<file path="src/rtl/exa_crosb_output_vc_credit_tracker_pkg.sv">
`default_nettype none
// +--------------------------------------------------------------------------+
// | Package  : exanet_crosb_pkg                                              |
// | Purpose  : Shared types and defaults for the crossbar output-VC credit   |
// |            tracker: per-VC state encoding, default downstream depth and  |
// |            a counter-width helper.                                       |
// | Ports    : none (package)                                                |
// | Revision : 1.0 - initial release                                         |
// +--------------------------------------------------------------------------+
package exanet_crosb_pkg;

  // Per-VC ownership state: free, owned but no flit sent, mid-packet.
  typedef enum logic [1:0] {
    VC_IDLE   = 2'd0,
    VC_ALLOC  = 2'd1,
    VC_ACTIVE = 2'd2
  } vc_state_t;

  // Default downstream buffer depth per VC, in flits.
  localparam int CREDIT_MAX_DEFAULT = 16;

  // Bits needed to hold 0..max inclusive.
  function automatic int cnt_width(input int max_val);
    return $clog2(max_val + 1);
  endfunction

endpackage
`default_nettype wire

</file>
<file path="src/rtl/exa_crosb_output_vc_credit_tracker_if.sv">
`default_nettype none
// +--------------------------------------------------------------------------+
// | Interface: exa_crosb_output_vc_credit_tracker_if                         |
// | Purpose  : Bundles the allocation request, link monitor, credit return   |
// |            and per-VC status outputs of the credit tracker.              |
// | Ports    : alloc  - i_alloc_valid/vc/input, o_alloc_grant                |
// |            link   - i_flit_valid/ready/last/vc                           |
// |            credit - i_credit_valid/vc                                    |
// |            status - o_vc_busy, o_credit_avail, o_credit_cnt, o_vc_owner, |
// |                     o_err_overflow/underflow/protocol                    |
// | Revision : 1.0 - initial release                                         |
// +--------------------------------------------------------------------------+
interface exa_crosb_output_vc_credit_tracker_if #(
  parameter int VCS       = 4,
  parameter int logVcPrio = 2,
  parameter int logIn     = 1,
  parameter int CNT_W     = 5
);
  logic                           i_alloc_valid;
  logic [logVcPrio-1:0]           i_alloc_vc;
  logic [logIn-1:0]               i_alloc_input;
  logic                           o_alloc_grant;

  logic                           i_flit_valid;
  logic                           i_flit_ready;
  logic                           i_flit_last;
  logic [logVcPrio-1:0]           i_flit_vc;

  logic                           i_credit_valid;
  logic [logVcPrio-1:0]           i_credit_vc;

  logic [VCS-1:0]                 o_vc_busy;
  logic [VCS-1:0]                 o_credit_avail;
  logic [VCS-1:0][CNT_W-1:0]      o_credit_cnt;
  logic [VCS-1:0][logIn-1:0]      o_vc_owner;
  logic                           o_err_overflow;
  logic                           o_err_underflow;
  logic                           o_err_protocol;

  // Environment side: drives requests, link monitor and credit returns.
  modport master (
    output i_alloc_valid, i_alloc_vc, i_alloc_input,
    output i_flit_valid, i_flit_ready, i_flit_last, i_flit_vc,
    output i_credit_valid, i_credit_vc,
    input  o_alloc_grant, o_vc_busy, o_credit_avail, o_credit_cnt, o_vc_owner,
    input  o_err_overflow, o_err_underflow, o_err_protocol
  );

  // Tracker side.
  modport slave (
    input  i_alloc_valid, i_alloc_vc, i_alloc_input,
    input  i_flit_valid, i_flit_ready, i_flit_last, i_flit_vc,
    input  i_credit_valid, i_credit_vc,
    output o_alloc_grant, o_vc_busy, o_credit_avail, o_credit_cnt, o_vc_owner,
    output o_err_overflow, o_err_underflow, o_err_protocol
  );
endinterface
`default_nettype wire

</file>
<file path="src/rtl/exa_crosb_output_vc_credit_tracker_counter.sv">
`default_nettype none
// +--------------------------------------------------------------------------+
// | Module   : exa_crosb_vc_credit_counter                                   |
// | Purpose  : Saturating up/down credit counter for one VC, reset to full.  |
// | Ports    : clk, resetn  - clock, synchronous active-low reset            |
// |            dec_i        - one flit sent on this VC (consumes a credit)   |
// |            inc_i        - one credit returned for this VC                |
// |            cnt_o        - current credit count                           |
// |            underflow_o  - flit sent while count is 0 (pulse)             |
// |            overflow_o   - credit returned while full, no flit (pulse)    |
// | Revision : 1.0 - initial release                                         |
// +--------------------------------------------------------------------------+
module exa_crosb_vc_credit_counter
  import exanet_crosb_pkg::*;
#(
  parameter int CREDIT_MAX = CREDIT_MAX_DEFAULT,
  parameter int CNT_W      = cnt_width(CREDIT_MAX)
) (
  input  logic             clk,
  input  logic             resetn,
  input  logic             dec_i,
  input  logic             inc_i,
  output logic [CNT_W-1:0] cnt_o,
  output logic             underflow_o,
  output logic             overflow_o
);

  localparam logic [CNT_W-1:0] C_MAX_CNT = CNT_W'(CREDIT_MAX);

  logic [CNT_W-1:0] cnt_q;
  logic [CNT_W-1:0] cnt_d;

  always_comb begin
    cnt_d       = cnt_q;
    underflow_o = 1'b0;
    overflow_o  = 1'b0;
    // Spending a credit we do not have is flagged even if a return
    // lands in the same cycle; the count itself nets to unchanged.
    if (dec_i && (cnt_q == '0)) begin
      underflow_o = 1'b1;
    end
    if (dec_i && !inc_i) begin
      if (cnt_q != '0) begin
        cnt_d = cnt_q - CNT_W'(1);
      end
    end else if (inc_i && !dec_i) begin
      if (cnt_q == C_MAX_CNT) begin
        overflow_o = 1'b1;
      end else begin
        cnt_d = cnt_q + CNT_W'(1);
      end
    end
  end

  always_ff @(posedge clk) begin
    if (!resetn) begin
      cnt_q <= C_MAX_CNT;
    end else begin
      cnt_q <= cnt_d;
    end
  end

  assign cnt_o = cnt_q;

endmodule
`default_nettype wire

</file>
<file path="src/rtl/exa_crosb_output_vc_credit_tracker.sv">
`default_nettype none
// +--------------------------------------------------------------------------+
// | Module   : exa_crosb_output_vc_credit_tracker                            |
// | Purpose  : Tracks ownership and downstream credits of every output VC of |
// |            one crossbar output port; grants VC allocation requests.      |
// | Ports    : clk, resetn - clock, synchronous active-low reset             |
// |            bus (slave) - allocation request/grant, output link monitor,  |
// |                          credit return, per-VC status and sticky errors  |
// | Revision : 1.0 - initial release                                         |
// +--------------------------------------------------------------------------+
module exa_crosb_output_vc_credit_tracker
  import exanet_crosb_pkg::*;
#(
  parameter int OUTPUT_PORT_NUMBER = 0,
  parameter int input_num          = 2,
  parameter int vc_num             = 2,
  parameter int prio_num           = 2,
  parameter int CREDIT_MAX         = CREDIT_MAX_DEFAULT,
  parameter int VCS                = vc_num * prio_num,
  parameter int logVcPrio          = $clog2(VCS),
  parameter int logIn              = $clog2(input_num),
  parameter int CNT_W              = cnt_width(CREDIT_MAX)
) (
  input  logic                                  clk,
  input  logic                                  resetn,
  exa_crosb_output_vc_credit_tracker_if.slave   bus
);

  if (OUTPUT_PORT_NUMBER < 0 || input_num < 2 || VCS < 2 || CREDIT_MAX < 1) begin : g_param_chk
    $error("exa_crosb_output_vc_credit_tracker: illegal parameter set");
  end

  vc_state_t                 state_q [VCS];
  vc_state_t                 state_d [VCS];
  logic [VCS-1:0][logIn-1:0] owner_q;
  logic [VCS-1:0][logIn-1:0] owner_d;
  logic [VCS-1:0][CNT_W-1:0] cnt;
  logic [VCS-1:0]            dec;
  logic [VCS-1:0]            inc;
  logic [VCS-1:0]            underflow;
  logic [VCS-1:0]            overflow;
  logic [VCS-1:0]            busy;
  logic [VCS-1:0]            avail;
  logic                      fire;
  logic                      grant;
  logic                      proto_hit;
  logic                      err_of_q, err_of_d;
  logic                      err_uf_q, err_uf_d;
  logic                      err_pr_q, err_pr_d;

  assign fire = bus.i_flit_valid & bus.i_flit_ready;

  // Zero-latency grant. Busy state is registered, so a VC released by its
  // last flit only looks IDLE from the following cycle on.
  assign grant = resetn & bus.i_alloc_valid
               & (state_q[bus.i_alloc_vc] == VC_IDLE)
               & (cnt[bus.i_alloc_vc] != '0);

  assign proto_hit = fire & (state_q[bus.i_flit_vc] == VC_IDLE);

  for (genvar v = 0; v < VCS; v++) begin : g_vc
    assign dec[v]   = fire & (bus.i_flit_vc == logVcPrio'(v));
    assign inc[v]   = bus.i_credit_valid & (bus.i_credit_vc == logVcPrio'(v));
    assign busy[v]  = (state_q[v] != VC_IDLE);
    assign avail[v] = (cnt[v] != '0);

    exa_crosb_vc_credit_counter #(
      .CREDIT_MAX (CREDIT_MAX),
      .CNT_W      (CNT_W)
    ) u_credit_cnt (
      .clk         (clk),
      .resetn      (resetn),
      .dec_i       (dec[v]),
      .inc_i       (inc[v]),
      .cnt_o       (cnt[v]),
      .underflow_o (underflow[v]),
      .overflow_o  (overflow[v])
    );
  end

  always_comb begin
    for (int v = 0; v < VCS; v++) begin
      state_d[v] = state_q[v];
      owner_d[v] = owner_q[v];
      case (state_q[v])
        VC_IDLE: begin
          // A flit on an IDLE VC is a protocol error only; state is kept.
          if (grant && (bus.i_alloc_vc == logVcPrio'(v))) begin
            state_d[v] = VC_ALLOC;
            owner_d[v] = bus.i_alloc_input;
          end
        end
        VC_ALLOC: begin
          if (dec[v]) begin
            state_d[v] = bus.i_flit_last ? VC_IDLE : VC_ACTIVE;
          end
        end
        VC_ACTIVE: begin
          if (dec[v] && bus.i_flit_last) begin
            state_d[v] = VC_IDLE;
          end
        end
        default: state_d[v] = VC_IDLE;
      endcase
    end
  end

  assign err_of_d = err_of_q | (|overflow);
  assign err_uf_d = err_uf_q | (|underflow);
  assign err_pr_d = err_pr_q | proto_hit;

  always_ff @(posedge clk) begin
    if (!resetn) begin
      for (int v = 0; v < VCS; v++) begin
        state_q[v] <= VC_IDLE;
      end
      owner_q  <= '0;
      err_of_q <= 1'b0;
      err_uf_q <= 1'b0;
      err_pr_q <= 1'b0;
    end else begin
      for (int v = 0; v < VCS; v++) begin
        state_q[v] <= state_d[v];
      end
      owner_q  <= owner_d;
      err_of_q <= err_of_d;
      err_uf_q <= err_uf_d;
      err_pr_q <= err_pr_d;
    end
  end

  assign bus.o_alloc_grant   = grant;
  assign bus.o_vc_busy       = busy;
  assign bus.o_credit_avail  = avail;
  assign bus.o_credit_cnt    = cnt;
  assign bus.o_vc_owner      = owner_q;
  assign bus.o_err_overflow  = err_of_q;
  assign bus.o_err_underflow = err_uf_q;
  assign bus.o_err_protocol  = err_pr_q;

endmodule
`default_nettype wire

</file>
<file path="src/flat_wrapper.sv">
// flat-port wrapper written by rule: the top's interface ports become plain ports
module exa_crosb_output_vc_credit_tracker_flat import exanet_crosb_pkg::*;
#(
  parameter int OUTPUT_PORT_NUMBER = 0,
  parameter int input_num          = 2,
  parameter int vc_num             = 2,
  parameter int prio_num           = 2,
  parameter int CREDIT_MAX         = CREDIT_MAX_DEFAULT,
  parameter int VCS                = vc_num * prio_num,
  parameter int logVcPrio          = $clog2(VCS),
  parameter int logIn              = $clog2(input_num),
  parameter int CNT_W              = cnt_width(CREDIT_MAX)
)
  (clk, resetn, bus_i_alloc_valid, bus_i_alloc_vc, bus_i_alloc_input, bus_i_flit_valid, bus_i_flit_ready, bus_i_flit_last, bus_i_flit_vc, bus_i_credit_valid, bus_i_credit_vc, bus_o_alloc_grant, bus_o_vc_busy, bus_o_credit_avail, bus_o_credit_cnt, bus_o_vc_owner, bus_o_err_overflow, bus_o_err_underflow, bus_o_err_protocol);
  exa_crosb_output_vc_credit_tracker_if #(.VCS(VCS), .logVcPrio(logVcPrio), .logIn(logIn), .CNT_W(CNT_W)) bus_i ();
  input  logic clk;
  input  logic resetn;
  input wire logic [$bits(bus_i.i_alloc_valid)-1:0] bus_i_alloc_valid;
  input wire logic [$bits(bus_i.i_alloc_vc)-1:0] bus_i_alloc_vc;
  input wire logic [$bits(bus_i.i_alloc_input)-1:0] bus_i_alloc_input;
  input wire logic [$bits(bus_i.i_flit_valid)-1:0] bus_i_flit_valid;
  input wire logic [$bits(bus_i.i_flit_ready)-1:0] bus_i_flit_ready;
  input wire logic [$bits(bus_i.i_flit_last)-1:0] bus_i_flit_last;
  input wire logic [$bits(bus_i.i_flit_vc)-1:0] bus_i_flit_vc;
  input wire logic [$bits(bus_i.i_credit_valid)-1:0] bus_i_credit_valid;
  input wire logic [$bits(bus_i.i_credit_vc)-1:0] bus_i_credit_vc;
  output wire logic [$bits(bus_i.o_alloc_grant)-1:0] bus_o_alloc_grant;
  output wire logic [$bits(bus_i.o_vc_busy)-1:0] bus_o_vc_busy;
  output wire logic [$bits(bus_i.o_credit_avail)-1:0] bus_o_credit_avail;
  output wire logic [$bits(bus_i.o_credit_cnt)-1:0] bus_o_credit_cnt;
  output wire logic [$bits(bus_i.o_vc_owner)-1:0] bus_o_vc_owner;
  output wire logic [$bits(bus_i.o_err_overflow)-1:0] bus_o_err_overflow;
  output wire logic [$bits(bus_i.o_err_underflow)-1:0] bus_o_err_underflow;
  output wire logic [$bits(bus_i.o_err_protocol)-1:0] bus_o_err_protocol;
  assign bus_i.i_alloc_valid = bus_i_alloc_valid;
  assign bus_i.i_alloc_vc = bus_i_alloc_vc;
  assign bus_i.i_alloc_input = bus_i_alloc_input;
  assign bus_i.i_flit_valid = bus_i_flit_valid;
  assign bus_i.i_flit_ready = bus_i_flit_ready;
  assign bus_i.i_flit_last = bus_i_flit_last;
  assign bus_i.i_flit_vc = bus_i_flit_vc;
  assign bus_i.i_credit_valid = bus_i_credit_valid;
  assign bus_i.i_credit_vc = bus_i_credit_vc;
  assign bus_o_alloc_grant = bus_i.o_alloc_grant;
  assign bus_o_vc_busy = bus_i.o_vc_busy;
  assign bus_o_credit_avail = bus_i.o_credit_avail;
  assign bus_o_credit_cnt = bus_i.o_credit_cnt;
  assign bus_o_vc_owner = bus_i.o_vc_owner;
  assign bus_o_err_overflow = bus_i.o_err_overflow;
  assign bus_o_err_underflow = bus_i.o_err_underflow;
  assign bus_o_err_protocol = bus_i.o_err_protocol;
  exa_crosb_output_vc_credit_tracker #(.OUTPUT_PORT_NUMBER(OUTPUT_PORT_NUMBER), .input_num(input_num), .vc_num(vc_num), .prio_num(prio_num), .CREDIT_MAX(CREDIT_MAX), .VCS(VCS), .logVcPrio(logVcPrio), .logIn(logIn), .CNT_W(CNT_W)) u_core (.clk(clk), .resetn(resetn), .bus(bus_i));
endmodule
</file>
<file path="config.mk">
export PLATFORM = sky130hd
export DESIGN_NAME = exa_crosb_output_vc_credit_tracker_flat
export DESIGN_NICKNAME = d
export VERILOG_FILES = /design/src/rtl/exa_crosb_output_vc_credit_tracker_pkg.sv /design/src/rtl/exa_crosb_output_vc_credit_tracker_if.sv /design/src/rtl/exa_crosb_output_vc_credit_tracker_counter.sv /design/src/rtl/exa_crosb_output_vc_credit_tracker.sv /design/src/flat_wrapper.sv
export SDC_FILE = /design/constraint.sdc
export NUM_CORES = 1
export LEC_CHECK = 0
export BUFFER_PORTS_ARGS = -buffer_cell sky130_fd_sc_hd__buf_4
export CAP_MARGIN = 20
export CORE_ASPECT_RATIO = 0.9
export CORE_MARGIN = 2
export CORE_UTILIZATION = 55
export CTS_BUF_LIST = sky130_fd_sc_hd__clkbuf_16
export CTS_CLUSTER_DIAMETER = 40
export DETAILED_ROUTE_END_ITERATION = 8
export PLACE_DENSITY = 0.9
export SETUP_SLACK_MARGIN = 0.4
export SLEW_MARGIN = 20
export SYNTH_ARGS = -nofsm -noshare
export SYNTH_HDL_FRONTEND = slang
export SYNTH_SLANG_ARGS = --single-unit
</file>
<file path="constraint.sdc">
create_clock -name clk -period 3 [get_ports clk]
set_input_delay 0.3 -clock clk [delete_from_list [all_inputs] [get_ports clk]]
set_output_delay 0.3 -clock clk [all_outputs]
set_load 0.01 [all_outputs]
</file>
# Yosys cells after proc, flatten, opt, wreduce, memory -nomap -nowiden
# Memory sizes are Yosys's and may differ from the RTL's.
# Cells that the tools add are included.
word_totals:
  ff_bits: 27
  ramBits: 8
  inputBits: 14
  out_inout_bits: 36
  elab_cells: 191
  n_memories: 1
mem_list:
  columns: ["name", "words", "width", "rd", "rd_clocked_by_memory_dff", "wr", "line", "text"]
  rows:
  - ["u_core.state_q", 4, 2, 6, 0, 4, "exa_crosb_output_vc_credit_tracker.sv:33", "vc_state_t state_q [VCS];"]
classes:
  addsub: 8
  order_cmp: 1
  n_eq_ne: 29
  muxes: 57
  bitwise_logic: 20
  reduce_logical: 64
ops:
  columns: ["cell", "count"]
  rows:
  - ["$mux 5", 17]
  - ["$mux 2", 17]
  - ["$reduce_bool 5->1", 5]
  - ["$pmux 2 s3", 4]
  - ["$add 5x1->5 const B", 4]
  - ["$eq 2x2->1 const B", 10]
  - ["$eq 5x5->1 const B", 4]
  - ["$logic_and 1x1->1", 20]
  - ["$logic_not 5->1", 4]
  - ["$sub 5x1->5 const B", 4]
  - ["$logic_not 2->1", 9]
  - ["$mux 1", 18]
  - ["$ne 2x2->1 const B", 8]
  - ["$reduce_bool 2->1", 8]
  - ["$eq 2x1->1 const B", 7]
  - ["$and 1x1->1", 13]
  - ["$reduce_and 3->1", 4]
  - ["$bmux 5 s2", 1]
  - ["$logic_not 1->1", 8]
  - ["$reduce_and 2->1", 4]
  - ["$reduce_or 4->1", 2]
  - ["$or 1x1->1", 7]
  - ["$lt 2x3->1 const B", 1]

# Longest topological paths before layout
# Gate-level depths: netlist of run 1.
logic_depth:
  depth_word: 8
  ltp_mapped: 10
  mapped_depth_nobuf: 9

# Modules after synthesis
# A second synthesis of run 1 with hierarchy kept.
unflattened:
  hier_cells: 301
  area_unflattened_um2: 2635.0
modules_own_cells:
  columns: ["module", "instances", "cells_per_inst", "area_each_um2", "seq_area_each_um2"]
  rows:
  - ["exa_crosb_vc_credit_counter at u_core.g_vc[0].u_credit_cnt ...", 3, 48, 421.7, 100.1]
  - ["exa_crosb_output_vc_credit_tracker", 1, 107, 942.2, 300.3]
  - ["exa_crosb_vc_credit_counter at u_core.g_vc[3].u_credit_cnt", 1, 50, 427.9, 100.1]

# Least setup slack after synthesis of run 1
# No wires, ideal clock.
synth_path:
  path_type: "in2reg"
  start: "input bus_i_flit_vc[1]"
  end: "register u_core.g_vc[3].u_credit_cnt.cnt_q[4]"
  setup_time_ns: 0.127
  arrival_time_ns: 2.176
  required_ns: 2.873
  setup_slack_ns: 0.697
  path_stages: 9
  path_buffers: 2
  path_cell_list: "buf_2 > and4_1 > clkbuf_1 > ha_1 > ha_1 > a21oi_1 > a21boi_0 > o31a_1 > or3_1"
synth_via:
  elab_chain_cells: 6
  word_cells_on_any_way: 10
  classes_between: "eq/ne: 3; mux: 1; bitwise: 1; reduce/logical: 5"
synth_rtl:
  columns: ["element", "line", "text"]
  rows:
  - ["start: declaration", "flat_wrapper.sv:24", "input wire logic [$bits(bus_i.i_flit_vc)-1:0] bus_i_flit_vc;"]
  - ["$eq 2x2->1 *", "exa_crosb_output_vc_credit_tracker.sv:62", "assign dec[v] = fire & (bus.i_flit_vc == logVcPrio'(v));"]
  - ["$and 1x1->1 *", "exa_crosb_output_vc_credit_tracker.sv:62", null]
  - ["$logic_not 1->1", "exa_crosb_output_vc_credit_tracker_counter.sv:46", "end else if (inc_i && !dec_i) begin"]
  - ["$logic_and 1x1->1", "exa_crosb_output_vc_credit_tracker_counter.sv:46", null]
  - ["$reduce_bool 2->1 (no line)", null, null]
  - ["$reduce_and 3->1 (no line)", null, null]
  - ["end signal: assignment", "exa_crosb_output_vc_credit_tracker_counter.sv:59", "cnt_q <= cnt_d;"]
  - ["end: declaration", "exa_crosb_output_vc_credit_tracker_counter.sv:30", "logic [CNT_W-1:0] cnt_q;"]
# Mark *: on every way between the ends. The rest lies on a longest branch, timed or not.
# A chain may end at the register's enable or synchronous reset.

# Worst setup path after layout of run 1
layout_path:
  start: "input bus_i_flit_vc[1]"
  end: "register u_core.g_vc[1].u_credit_cnt.cnt_q[4]"
layout_via:
  elab_chain_cells: 6
  word_cells_on_any_way: 10
  classes_between: "eq/ne: 3; mux: 1; bitwise: 1; reduce/logical: 5"
layout_rtl:
  columns: ["element", "line"]
  rows:
  - ["$eq 2x1->1 *", "exa_crosb_output_vc_credit_tracker.sv:62"]
  - ["$and 1x1->1 *", "exa_crosb_output_vc_credit_tracker.sv:62"]
  - ["$logic_not 1->1", "exa_crosb_output_vc_credit_tracker_counter.sv:46"]
  - ["$logic_and 1x1->1", "exa_crosb_output_vc_credit_tracker_counter.sv:46"]
  - ["$reduce_bool 2->1 (no line)", null]
  - ["$reduce_and 3->1 (no line)", null]
  - ["end signal: assignment", "exa_crosb_output_vc_credit_tracker_counter.sv:59"]
  - ["end: declaration", "exa_crosb_output_vc_credit_tracker_counter.sv:30"]
# Marked as above.

==> results_dict.tcl, run 1 <==
set metrics [dict create \
    r2r-start "u_core.g_vc[0].u_credit_cnt.cnt_o[0]$_SDFFE_PN0P_" \
    drc 0 \
    required_ns 3.20 \
    hpwl_um 4450 \
    first_pass_iters 4 \
    post_synth_num_cell_types 46 \
    relSlewSlack_pct 43.2 \
    slew_viol_final 0 \
    finalWorstSetupSlack_ns 0.763 \
    syn_nets 323 \
    grt_max_degree 30 \
    holdBufCountCts 0 \
    fin_setup_tns_ns 0 \
    cp_data_arrival_time_ns 2.44 \
    whs_path_depth 2 \
    syn_to_final_growth_pct 22.2 \
    cts_buffers 5 \
    finalCriticalPeriod_ns 2.24 \
    hold_viol 0 \
    worst_pin_slew_ns 0.851 \
    h-tree-depth 2 \
    post-route-period-util_pct 74.6 \
    clockBufferDepth 2 \
    numPortBuffers 49 \
    fmax_mhz 447 \
    wl_per_cell_um 15.4 \
    track_usage_pct 26.8 \
    drive_above_1_share_pct 21.0 \
    clkSinkCount 35 \
    min_from "bus_i_flit_last" \
    ys_ff_latch 35 \
    cts_resized 0 \
    core-area_sq_um 4160 \
    status "finished clean" \
    ios 50 \
    clock_skew_ns 0.00280 \
    num_antenna_cells 0 \
    row_count 22 \
    rsz0062_at_grt "no" \
    fillers 322 \
    setup_viol 0 \
    cp-start-kind "input pin" \
    power.total_w 0.00128 \
    start_util_pct 58.5 \
    path_clk_slew_ns 0.05 \
    synth-edff-count 0 \
    avgSynthCellArea_sq_um 8.54 \
    drt_iter0_markers 182 \
    synth_area_sq_um 2430 \
    reg2reg_slack_ns 1.11 \
    setup.worst_path.class "in2reg" \
    ys_warn_count 0 \
    r2r_cells 6 \
    end_kind "flop" \
    global_route.overflow_total 0 \
    p_leak_nw 1.27 \
    clock_latency_ns 0.28 \
    hp-class "in2reg" \
    grt_antenna_before_repair 0 \
    peakVddDrop_uv 247 \
    grt_pass1_vias 2170 \
    place.gp.congestion 0.872 \
    cts_tree "done" \
    dp_slack_ns 0.472 \
    wl_um 6050 \
    syn_inst 285 \
    via_count 2300 \
    antenna_left 0 \
    multiInputGateArea_sq_um 1610 \
    crit_path_max_fanout 9 \
    die_h_um 67.1 \
    r2r_end "u_core.g_vc[0].u_credit_cnt.cnt_o[4]$_SDFFE_PN1P_" \
    die_area_sq_um 4970 \
    min_to "u_core.state_q[3][1]$_SDFFE_PN0P_" \
    regArea_sq_um 701 \
    nNetsFinal 371 \
    grt_first_pass_wirelength_um 10200 \
    ys_seq_area_share_pct 28.8 \
    powerDensity_nw_per_um2 430 \
    postCtsSetupRepairBufs 0 \
    viasPerCell 5.85 \
    fp.dieW_um 74.1 \
    cap_violations 0 \
    yosys_most_used_dff "dfxtp_1" \
    async_flop_share_pct 0 \
    cts_root_buf "clkbuf_16" \
]
placed cells by master, fill, tap and decap left out, types with 4 or more instances in the layout:
master	netlist	final
buf_4	1	49
or3_1	5	5
a21o_1	5	5
nand2b_1	13	13
nand3_1	17	17
nor3_1	5	5
xor2_1	8	8
a21oi_1	21	21
xnor2_1	8	8
nor2_1	22	22
clkbuf_16	0	5
nand2_1	20	20
a211oi_1	10	10
fa_1	4	4
mux2i_1	4	4
nand3b_1	7	7
inv_1	24	24
and4_1	4	4
dfxtp_1	35	35
ha_1	20	20
report_power, final:
| part | internal (W) | leakage [nW] | total, W | switching [W] |
|---|---|---|---|---|
| clock network | 0.000298 | 0.0671 | 0.000485 | 0.000187 |
| logic | 0.000131 | 0.922 | 0.000267 | 0.000136 |
| registers | 0.000489 | 0.284 | 0.000528 | 0.0000396 |
| total | 0.000917 | 1.27 | 0.00128 | 0.000363 |
worst max-delay path by stage:
stage	startpoint	endpoint	slack, ns	depth (start not counted)
floorplan	bus_i_flit_vc[1]	u_core.g_vc[3].u_credit_cnt.cnt_o[4]$_SDFFE_PN1P_	0.70	9
global placement	bus_i_flit_vc[1]	u_core.g_vc[1].u_credit_cnt.cnt_o[4]$_SDFFE_PN1P_	0.60	10
detailed placement	bus_i_flit_vc[1]	u_core.g_vc[1].u_credit_cnt.cnt_o[4]$_SDFFE_PN1P_	0.47	10
CTS	bus_i_flit_vc[0]	u_core.g_vc[3].u_credit_cnt.cnt_o[4]$_SDFFE_PN1P_	0.76	8
global route	bus_i_flit_vc[0]	u_core.g_vc[2].u_credit_cnt.cnt_o[4]$_SDFFE_PN1P_	0.49	10
finish	bus_i_flit_vc[1]	u_core.g_vc[1].u_credit_cnt.cnt_o[4]$_SDFFE_PN1P_	0.76	10
area by class of cell:
cell class | instances | area share, %
Multi-Input combinational cell | 218 | 54.0
Sequential cell | 35 | 23.6
Timing Repair Buffer | 49 | 12.4
Clock buffer | 5 | 4.21
Inverter | 24 | 3.03
Tap cell | 60 | 2.52
Clock inverter | 2 | 0.294
synthesized netlist by cell type (3+ instances only):
cell type,count,area (sq um)
a2111oi_0,3,26.3
a211o_1,3,26.3
a211oi_1,10,75.1
a21o_1,5,37.5
a21oi_1,21,105
a21oi_2,3,26.3
and4_1,4,35.0
clkbuf_1,5,18.8
dfxtp_1,35,701
fa_1,4,80.1
ha_1,20,250
inv_1,24,90.1
mux2i_1,4,40.0
nand2_1,20,75.1
nand2b_1,13,81.3
nand3_1,17,85.1
nand3b_1,7,52.6
nand4b_1,3,26.3
nor2_1,22,82.6
nor2b_1,3,18.8
nor3_1,5,25.0
nor4_4,3,63.8
o21ai_0,3,15.0
o221ai_1,3,26.3
or3_1,5,31.3
xnor2_1,8,70.1
xor2_1,8,70.1
metrics by stage:
stage                     utilization [%]  std cells  area (sq um)  hold WS, ns
after detailed placement             68.3        386          2840        0.456
final                                71.6        393          2970        0.283
after global routing                 71.6        393          2970        0.307
after floorplan                         -        285          2430        0.413
after CTS                            71.6        393          2970        0.284
after global placement               68.3        386          2840        0.448
kinds of logic (layout without fill, tap and decap cells):
family / Yosys count / in the layout / synth area share [%]
mux: 4 / 4 / 1.65
fa+ha+maj: 24 / 24 / 13.6
buf+inv: 32 / 80 / 5.19
xor+xnor: 16 / 16 / 5.76
flops: 35 / 35 / 28.8
compound gates: 59 / 59 / 16.4
simple gates: 115 / 115 / 28.6
worst max-delay path: stages:
cell	delay [ns]
buf_4	0.14
nand4b_1	0.23
inv_1	0.14
ha_1	0.35
inv_1	0.10
fa_1	0.39
nand2b_1	0.19
a21oi_1	0.22
o221ai_1	0.17
a211oi_1	0.21
layer usage:
metal,GRT usage (%),wire [um]
met5,0,0
met4,9.77,87
met3,4.54,402
met2,42.6,2830
met1,36.5,2730
sequential cells by signal, summed over array words and instances, names as in the netlist:
| register | count |
|---|---|
| u_core.g_vc.u_credit_cnt.cnt_o | 20 |
| u_core.state_q | 8 |
| u_core.bus.o_vc_owner | 4 |
| u_core.bus.o_err_overflow | 1 |
| u_core.bus.o_err_protocol | 1 |
| u_core.bus.o_err_underflow | 1 |
(Power assumes the default switching activity.)
==> inputs of run 2 (changes only) <==
--- a/config.mk
+++ b/config.mk
@@ -5,15 +5,16 @@
 export SDC_FILE = /design/constraint.sdc
 export NUM_CORES = 1
 export LEC_CHECK = 0
+export ABC_AREA = 1
 export BUFFER_PORTS_ARGS = -buffer_cell sky130_fd_sc_hd__buf_4
 export CAP_MARGIN = 20
 export CORE_ASPECT_RATIO = 0.9
 export CORE_MARGIN = 2
-export CORE_UTILIZATION = 55
+export CORE_UTILIZATION = 49
 export CTS_BUF_LIST = sky130_fd_sc_hd__clkbuf_16
 export CTS_CLUSTER_DIAMETER = 40
 export DETAILED_ROUTE_END_ITERATION = 8
-export PLACE_DENSITY = 0.9
+export PLACE_DENSITY = 0.86
 export SETUP_SLACK_MARGIN = 0.4
 export SLEW_MARGIN = 20
 export SYNTH_ARGS = -nofsm -noshare
==> constraint.sdc (replaced) <==
create_clock -name clk -period 1.8 [get_ports clk]
set_input_delay 0.18 -clock clk [delete_from_list [all_inputs] [get_ports clk]]
set_output_delay 0.18 -clock clk [all_outputs]
set_load 0.01 [all_outputs]
==> run 2 against run 1 <==
The flow now finishes with violations (negative setup slack). Combinational power grew to 3.2 times the previous value. Synthesized cell count grew 11%. Highest routed layer unchanged. Final area grew 42%. Die area grew 6.6%. Worst setup slack lost 0.77 ns. Area after synthesis shrank 4.6%. Count of clock-buffer cells in the layout is the same. Largest cell class unchanged. Sequential cell count is the same. Sequential share of layout area shrank 5.8 points. Final cell count grew 29%. Core utilization grew 22 points.
==> results_dict.tcl, run 2 <==
set metrics [dict create \
    hpwl_um 4660 \
    regArea_sq_um 749 \
    die_h_um 69.3 \
    syn_to_final_growth_pct 81.8 \
    via_count 3289 \
    finalWorstSetupSlack_ns -0.00945 \
    yosys-top-cells-area "dfxtp_1, ha_1, inv_1, a21oi_1, nand2_1" \
    r2r_end "u_core.g_vc[2].u_credit_cnt.cnt_o[4]$_SDFFE_PN1P_" \
    ios 50 \
    clockBufferDepth 2 \
    relSlewSlack_pct 65.8 \
    grt_max_degree 17 \
    drt_iter0_markers 469 \
    power.total_w 0.00277 \
    h-tree-depth 2 \
    hp-class "in2reg" \
    viasPerCell 6.47 \
    synth-edff-count 0 \
    nNetsFinal 483 \
    worst_pin_slew_ns 0.513 \
    cp_data_arrival_time_ns 2.00 \
    grt_pass1_vias 2744 \
    post-route-period-util_pct 101 \
    wl_per_cell_um 23.9 \
    cap_violations 0 \
    fillers 150 \
    r2r_cells 8 \
    cts_tree "done" \
    powerDensity_nw_per_um2 656 \
    peakVddDrop_uv 1040 \
    clock_skew_ns 0.00586 \
    cts_root_buf "clkbuf_16" \
    antenna_left 0 \
    clock_latency_ns 0.30 \
    clkSinkCount 35 \
    whs_path_depth 2 \
    async_flop_share_pct 0 \
    yosys_most_used_dff "dfxtp_1" \
    largest_reg_flops 20 \
    syn_inst 317 \
    slew_viol_final 0 \
    end_kind "flop" \
    die_area_sq_um 5300 \
    post_synth_num_cell_types 32 \
    min_from "bus_i_flit_last" \
    cts_buffers 5 \
    grt_antenna_before_repair 0 \
    path_clk_slew_ns 0.06 \
    dp_slack_ns -0.134 \
    p_leak_nw 1.81 \
    multiInputGateArea_sq_um 1960 \
    start_util_pct 51.4 \
    crit_path_max_fanout 5 \
    mostFrequentLayoutCells "buf_4, inv_1, nand2_1" \
    finalCriticalPeriod_ns 1.81 \
    track_usage_pct 32.5 \
    grt_first_pass_wirelength_um 13600 \
    place.gp.congestion 0.851 \
    synth_most_common_cell "inv_1" \
    hold_viol 0 \
    core-area_sq_um 4520 \
    first_pass_iters 8 \
    status "complete, but fails checks" \
    synth_common_cells "inv_1, nand2_1, dfxtp_1" \
    rsz0062_at_grt "yes" \
    ys_warn_count 0 \
    setup_viol 2 \
    ys_seq_area_share_pct 30.2 \
    min_to "u_core.state_q[2][1]$_SDFFE_PN0P_" \
    r2r-start "u_core.g_vc[2].u_credit_cnt.cnt_o[0]$_SDFFE_PN0P_" \
    drc 0 \
    synth_area_sq_um 2320 \
    fmax_mhz 553 \
    numPortBuffers 49 \
    wl_um 12200 \
    final_common_cell "buf_4" \
    ys_ff_latch 35 \
    cp-start-kind "input pin" \
    drive_above_1_share_pct 58.7 \
    fp.dieW_um 76.5 \
    violations "negative setup slack" \
    setup.worst_path.class "in2reg" \
    row_count 23 \
    yosysTopAreaCell "dfxtp_1" \
    avgSynthCellArea_sq_um 7.32 \
    required_ns 1.99 \
    synth_top_area_share_pct 30.2 \
    reg2reg_slack_ns 0.07 \
    global_route.overflow_total 0 \
    syn_nets 355 \
    fin_setup_tns_ns -0.0164 \
    num_antenna_cells 0 \
    fin_cells 508 \
    dp_cells 453 \
]
## run 2: where the power goes
group | leakage, nW | internal [W] | total, W | switching [W]
registers | 0.293 | 0.000820 | 0.000899 | 0.0000789
logic | 1.43 | 0.000381 | 0.000849 | 0.000468
clock network | 0.0812 | 0.000647 | 0.00102 | 0.000372
## run 2: final cells by class
cell class,count,share of cell area [%]
inverter,61,5.96
multi-input combinational,219,46.5
clock buffer,5,2.96
sequential,35,17.8
clock inverter,3,0.919
timing repair buffer,123,24.1
tap,62,1.84
## run 2: cell families (layout without fill, tap and decap cells)
group                      count (synthesis)  in the layout  share of synthesized area (%)
AOI/OAI and AO/OA                         71             72                           17.5
buffers and inverters                     64            192                           10.7
adders and majority gates                 24             24                           14.2
xor gates and xnor gates                  12             12                           4.53
and+or+nand+nor                          111            111                           22.9
DFF                                       35             35                           30.2
## run 2: what timing repair did
item	CTS	global route
gates cloned	1	0
pin swaps	41	30
buffers inserted	21	25
setup endpoints to repair	26	33
hold endpoints to repair	0	0
gates resized for setup	72	82
hold buffers	0	0
## run 2: worst max path at each step
stage                                                                    to  depth (start not counted)  slack [ns]                                               from
after global routing      u_core.g_vc[2].u_credit_cnt.cnt_o[4]$_SDFFE_PN1P_                         13       -0.05                                 bus_i_credit_valid
after detailed placement  u_core.g_vc[2].u_credit_cnt.cnt_o[4]$_SDFFE_PN1P_                         11       -0.13                                   bus_i_flit_vc[1]
after CTS                                                 bus_o_alloc_grant                          9        0.24  u_core.g_vc[2].u_credit_cnt.cnt_o[2]$_SDFFE_PN0P_
final                     u_core.g_vc[2].u_credit_cnt.cnt_o[1]$_SDFFE_PN0P_                         11      -0.009                                 bus_i_credit_valid
after floorplan           u_core.g_vc[2].u_credit_cnt.cnt_o[4]$_SDFFE_PN1P_                         10        0.09                                   bus_i_flit_vc[1]
after global placement    u_core.g_vc[2].u_credit_cnt.cnt_o[4]$_SDFFE_PN1P_                         11       -0.08                                   bus_i_flit_vc[1]
## run 2: worst max-delay path, stage by stage
cell and delay [ns]:
buf_8 0.07, clkinvlp_4 0.14, buf_4 0.18, nor3_4 0.20
inv_2 0.07, ha_4 0.19, buf_4 0.15, xor2_4 0.17
a21oi_4 0.23, o21ai_1 0.15, a21oi_1 0.25
## run 2: layer usage
layer | vias up | routed length, um | global-route usage [%]
met4 | 0 | 918 | 16.8
li1 | 1308 | - | -
met5 | - | 0 | 0
met3 | 127 | 1320 | 7.55
met2 | 322 | 5610 | 55.7
met1 | 1532 | 4300 | 38.0
## run 2: per-stage QoR
stage	util (%)	area (sq um)	hold WS (ns)
after floorplan	-	2480	0.296
after global placement	69.2	3130	0.414
after detailed placement	69.2	3130	0.419
after CTS	82.6	3730	0.120
after global routing	93.4	4220	0.117
final	93.4	4220	0.111
==> inputs of run 3 (changes only) <==
--- a/config.mk
+++ b/config.mk
@@ -14,6 +14,7 @@
 export CTS_BUF_LIST = sky130_fd_sc_hd__clkbuf_16
 export CTS_CLUSTER_DIAMETER = 40
 export DETAILED_ROUTE_END_ITERATION = 8
+export GPL_ROUTABILITY_DRIVEN = 1
 export PLACE_DENSITY = 0.86
 export SETUP_SLACK_MARGIN = 0.4
 export SLEW_MARGIN = 20
==> constraint.sdc (replaced) <==
create_clock -name clk -period 1.8 [get_ports clk]
set_input_delay 0.54 -clock clk [delete_from_list [all_inputs] [get_ports clk]]
set_output_delay 0.54 -clock clk [all_outputs]
set_load 0.01 [all_outputs]
==> run 3 against run 2 <==
The run now fails in 5_1_grt. Area after synthesis is the same. Synthesized cell count is the same.
==> results_dict.tcl, run 3 <==
set metrics [dict create \
    async_flop_share_pct 0 \
    die_h_um 69.3 \
    clockBufferDepth 2 \
    cts_root_buf "clkbuf_16" \
    ys_ff_latch 35 \
    ys_seq_area_share_pct 30.2 \
    worst-ep-kind "register input" \
    tool.error "[ERROR DPL-0038] Utilization greater than 100%, impossible to legalize" \
    cts_buffers 5 \
    ys_warn_count 0 \
    syn_inst 317 \
    status "stopped before the end" \
    syn_nets 355 \
    row_count 23 \
    grt_max_degree 21 \
    start_util_pct 51.4 \
    h-tree-depth 2 \
    avgSynthCellArea_sq_um 7.32 \
    holdBufCountCts 0 \
    lastStage "5_1_grt" \
    yosysTopAreaCell "dfxtp_1" \
    synth-edff-count 0 \
    yosys-top-cells-area "dfxtp_1, ha_1, inv_1, a21oi_1, nand2_1" \
    dp_slack_ns -0.539 \
    numPortBuffers 49 \
    synth_top_area_share_pct 30.2 \
    ios 50 \
    place.gp.congestion 0.871 \
    hpwl_um 5070 \
    yosys_most_used_dff "dfxtp_1" \
    synth_most_common_cell "inv_1" \
    synth_common_cells "inv_1, nand2_1, dfxtp_1" \
    postGrtWorstEndpoint "u_core.g_vc[2].u_credit_cnt.cnt_o[4]$_SDFFE_PN1P_/D" \
    fp.dieW_um 76.5 \
    synth_area_sq_um 2320 \
    post_synth_num_cell_types 32 \
    clkSinkCount 35 \
]
run 3: logic make-up after synthesis:
kind of cell	after synthesis	share of synthesized area, %
compound gates	71	17.5
buf+inv	64	10.7
flops	35	30.2
fa+ha+maj	24	14.2
xor+xnor	12	4.53
simple gates	111	22.9
run 3: metrics by stage:
step	cell area (sq um)	std cells
after floorplan	2520	317
after global placement	3310	474
after detailed placement	3310	474
after CTS	4330	512
run 3: timing repair:
action | 4_1_cts
setup buffers | 28
setup endpoints to repair | 49
gates cloned | 2
resized for setup | 166
pin swaps | 73
==> inputs of run 4 (changes only) <==
--- a/config.mk
+++ b/config.mk
@@ -8,15 +8,11 @@
 export ABC_AREA = 1
 export BUFFER_PORTS_ARGS = -buffer_cell sky130_fd_sc_hd__buf_4
 export CAP_MARGIN = 20
-export CORE_ASPECT_RATIO = 0.9
 export CORE_MARGIN = 2
-export CORE_UTILIZATION = 49
-export CTS_BUF_LIST = sky130_fd_sc_hd__clkbuf_16
-export CTS_CLUSTER_DIAMETER = 40
+export CORE_UTILIZATION = 40
 export DETAILED_ROUTE_END_ITERATION = 8
 export GPL_ROUTABILITY_DRIVEN = 1
-export PLACE_DENSITY = 0.86
-export SETUP_SLACK_MARGIN = 0.4
+export PLACE_DENSITY_LB_ADDON = 0.15
 export SLEW_MARGIN = 20
 export SYNTH_ARGS = -nofsm -noshare
 export SYNTH_HDL_FRONTEND = slang
==> constraint.sdc (replaced) <==
create_clock -name clk -period 2.35 [get_ports clk]
set_input_delay 0.705 -clock clk [delete_from_list [all_inputs] [get_ports clk]]
set_output_delay 0.705 -clock clk [all_outputs]
set_load 0.01 [all_outputs]
==> run 4 against run 3 <==
The flow now finishes without violations.
==> results_dict.tcl, run 4 (synthesis gave the netlist of run 2 again) <==
set metrics [dict create \
    via_count 2339 \
    worst_pin_slew_ns 0.472 \
    cts_buffers 5 \
    status "finished clean" \
    setup.worst_path.class "in2out" \
    required_ns 1.64 \
    grt_max_degree 25 \
    clockBufferDepth 2 \
    min_from "u_core.bus.o_err_protocol$_SDFF_PN0_" \
    clock_latency_ns 0.29 \
    dp_cells 471 \
    global_route.overflow_total 0 \
    relSlewSlack_pct 68.5 \
    clkSinkCount 35 \
    clock_skew_ns 0.00565 \
    place.gp.congestion 0.893 \
    reg2reg_slack_ns 0.74 \
    r2r_end "u_core.g_vc[1].u_credit_cnt.cnt_o[4]$_SDFFE_PN1P_" \
    cap_violations 0 \
    startpoint "bus_i_alloc_vc[0]" \
    r2r_cells 7 \
    hold_viol 0 \
    drive_above_1_share_pct 29.3 \
    fillers 543 \
    h-tree-depth 2 \
    cp-start-kind "input pin" \
    largest_reg_flops 20 \
    multiInputGateArea_sq_um 1410 \
    viasPerCell 4.85 \
    rsz0062_at_grt "no" \
    grt_pass1_vias 2104 \
    whs_path_depth 2 \
    cts_root_buf "clkbuf_8" \
    grt_antenna_before_repair 0 \
    final_common_cell "buf_4" \
    fmax_mhz 444 \
    die_area_sq_um 6430 \
    fp.dieW_um 80.2 \
    drt_iter0_markers 64 \
    numPortBuffers 49 \
    hpwl_um 4490 \
    drc 0 \
    mostFrequentLayoutCells "buf_4, inv_1, nand2_1" \
    row_count 27 \
    hp-class "reg2reg" \
    crit_path_max_fanout 5 \
    nNetsFinal 447 \
    num_antenna_cells 0 \
    antenna_left 0 \
    start_util_pct 41.9 \
    post_dp_cell_area_sq_um 3050 \
    fin_setup_tns_ns 0 \
    peakVddDrop_uv 291 \
    min_to "u_core.bus.o_err_protocol$_SDFF_PN0_" \
    cp_data_arrival_time_ns 1.54 \
    r2r-start "u_core.g_vc[1].u_credit_cnt.cnt_o[0]$_SDFFE_PN0P_" \
    met2_length_um 2700 \
    fin_area_sq_um 3230 \
    core-area_sq_um 5540 \
    syn_to_final_growth_pct 39.1 \
    wl_per_cell_um 11.9 \
    finalCriticalPeriod_ns 2.25 \
    cts_tree "done" \
    top_layer "met4" \
    wl_met1_um 2740 \
    end_kind "output pin" \
    path_clk_slew_ns 0.07 \
    wl_um 5760 \
    regArea_sq_um 701 \
    route.met3.wl_um 244 \
    p_leak_nw 1.53 \
    slew_viol_final 0 \
    setup_viol 0 \
    track_usage_pct 19.0 \
    ios 50 \
    power.total_w 0.00171 \
    first_pass_iters 5 \
    powerDensity_nw_per_um2 529 \
    post-route-period-util_pct 95.7 \
    grt_first_pass_wirelength_um 9630 \
    fin_cells 482 \
    die_h_um 80.2 \
    fin_worst_hold_slack_ns 0.459 \
]
## run 4: final cells by class
type	count	area share (%)
clock buffer	5	2.13
clock inverter	3	2.09
inverter	61	7.21
multi-input combinational	218	43.6
sequential	35	21.7
tap	72	2.79
timing repair buffer	88	20.5
## run 4: worst max path at each step
stage,cells past startpoint,endpoint,slack [ns]
global placement,11,u_core.g_vc[2].u_credit_cnt.cnt_o[4]$_SDFFE_PN1P_,-0.17
detailed placement,11,u_core.g_vc[2].u_credit_cnt.cnt_o[4]$_SDFFE_PN1P_,-0.20
floorplan,9,u_core.g_vc[0].u_credit_cnt.cnt_o[2]$_SDFFE_PN0P_,-0.01
CTS,9,bus_o_alloc_grant,0.09
finish,9,bus_o_alloc_grant,0.10
global route,9,bus_o_alloc_grant,0.007
## run 4: routing by layer
layer	vias up	track usage (%)
met5	-	0
met4	0	6.61
met3	9	4.16
met2	45	30.3
met1	1057	25.4
li1	1228	-
## run 4: per-stage QoR
step	setup slack [ns]	util (%)
2_1_floorplan	-0.00950	-
3_3_place_gp	-0.168	55.0
3_5_place_dp	-0.198	55.0
4_1_cts	0.0913	57.5
5_1_grt	0.00684	58.3
6_report	0.100	58.3
## run 4: repair_timing
action                     in CTS  in global routing
hold buffers                    0                  0
setup endpoints to repair       0                  6
setup buffers                   0                  3
gates resized for setup         0                  7
## run 4: critical path, stage by stage
cell and delay, ns:
buf_4 0.12, nor2_1 0.23, nand2_1 0.08, nand2_1 0.06, inv_1 0.04, nand2_2 0.09
nand2_1 0.06, inv_1 0.05, buf_4 0.11
## run 4: power breakdown
group	switching, W	internal (W)	total, W	leakage, nW
combinational	0.000204	0.000181	0.000385	1.18
sequential	0.0000357	0.000626	0.000662	0.284
clock	0.000237	0.000423	0.000660	0.0644
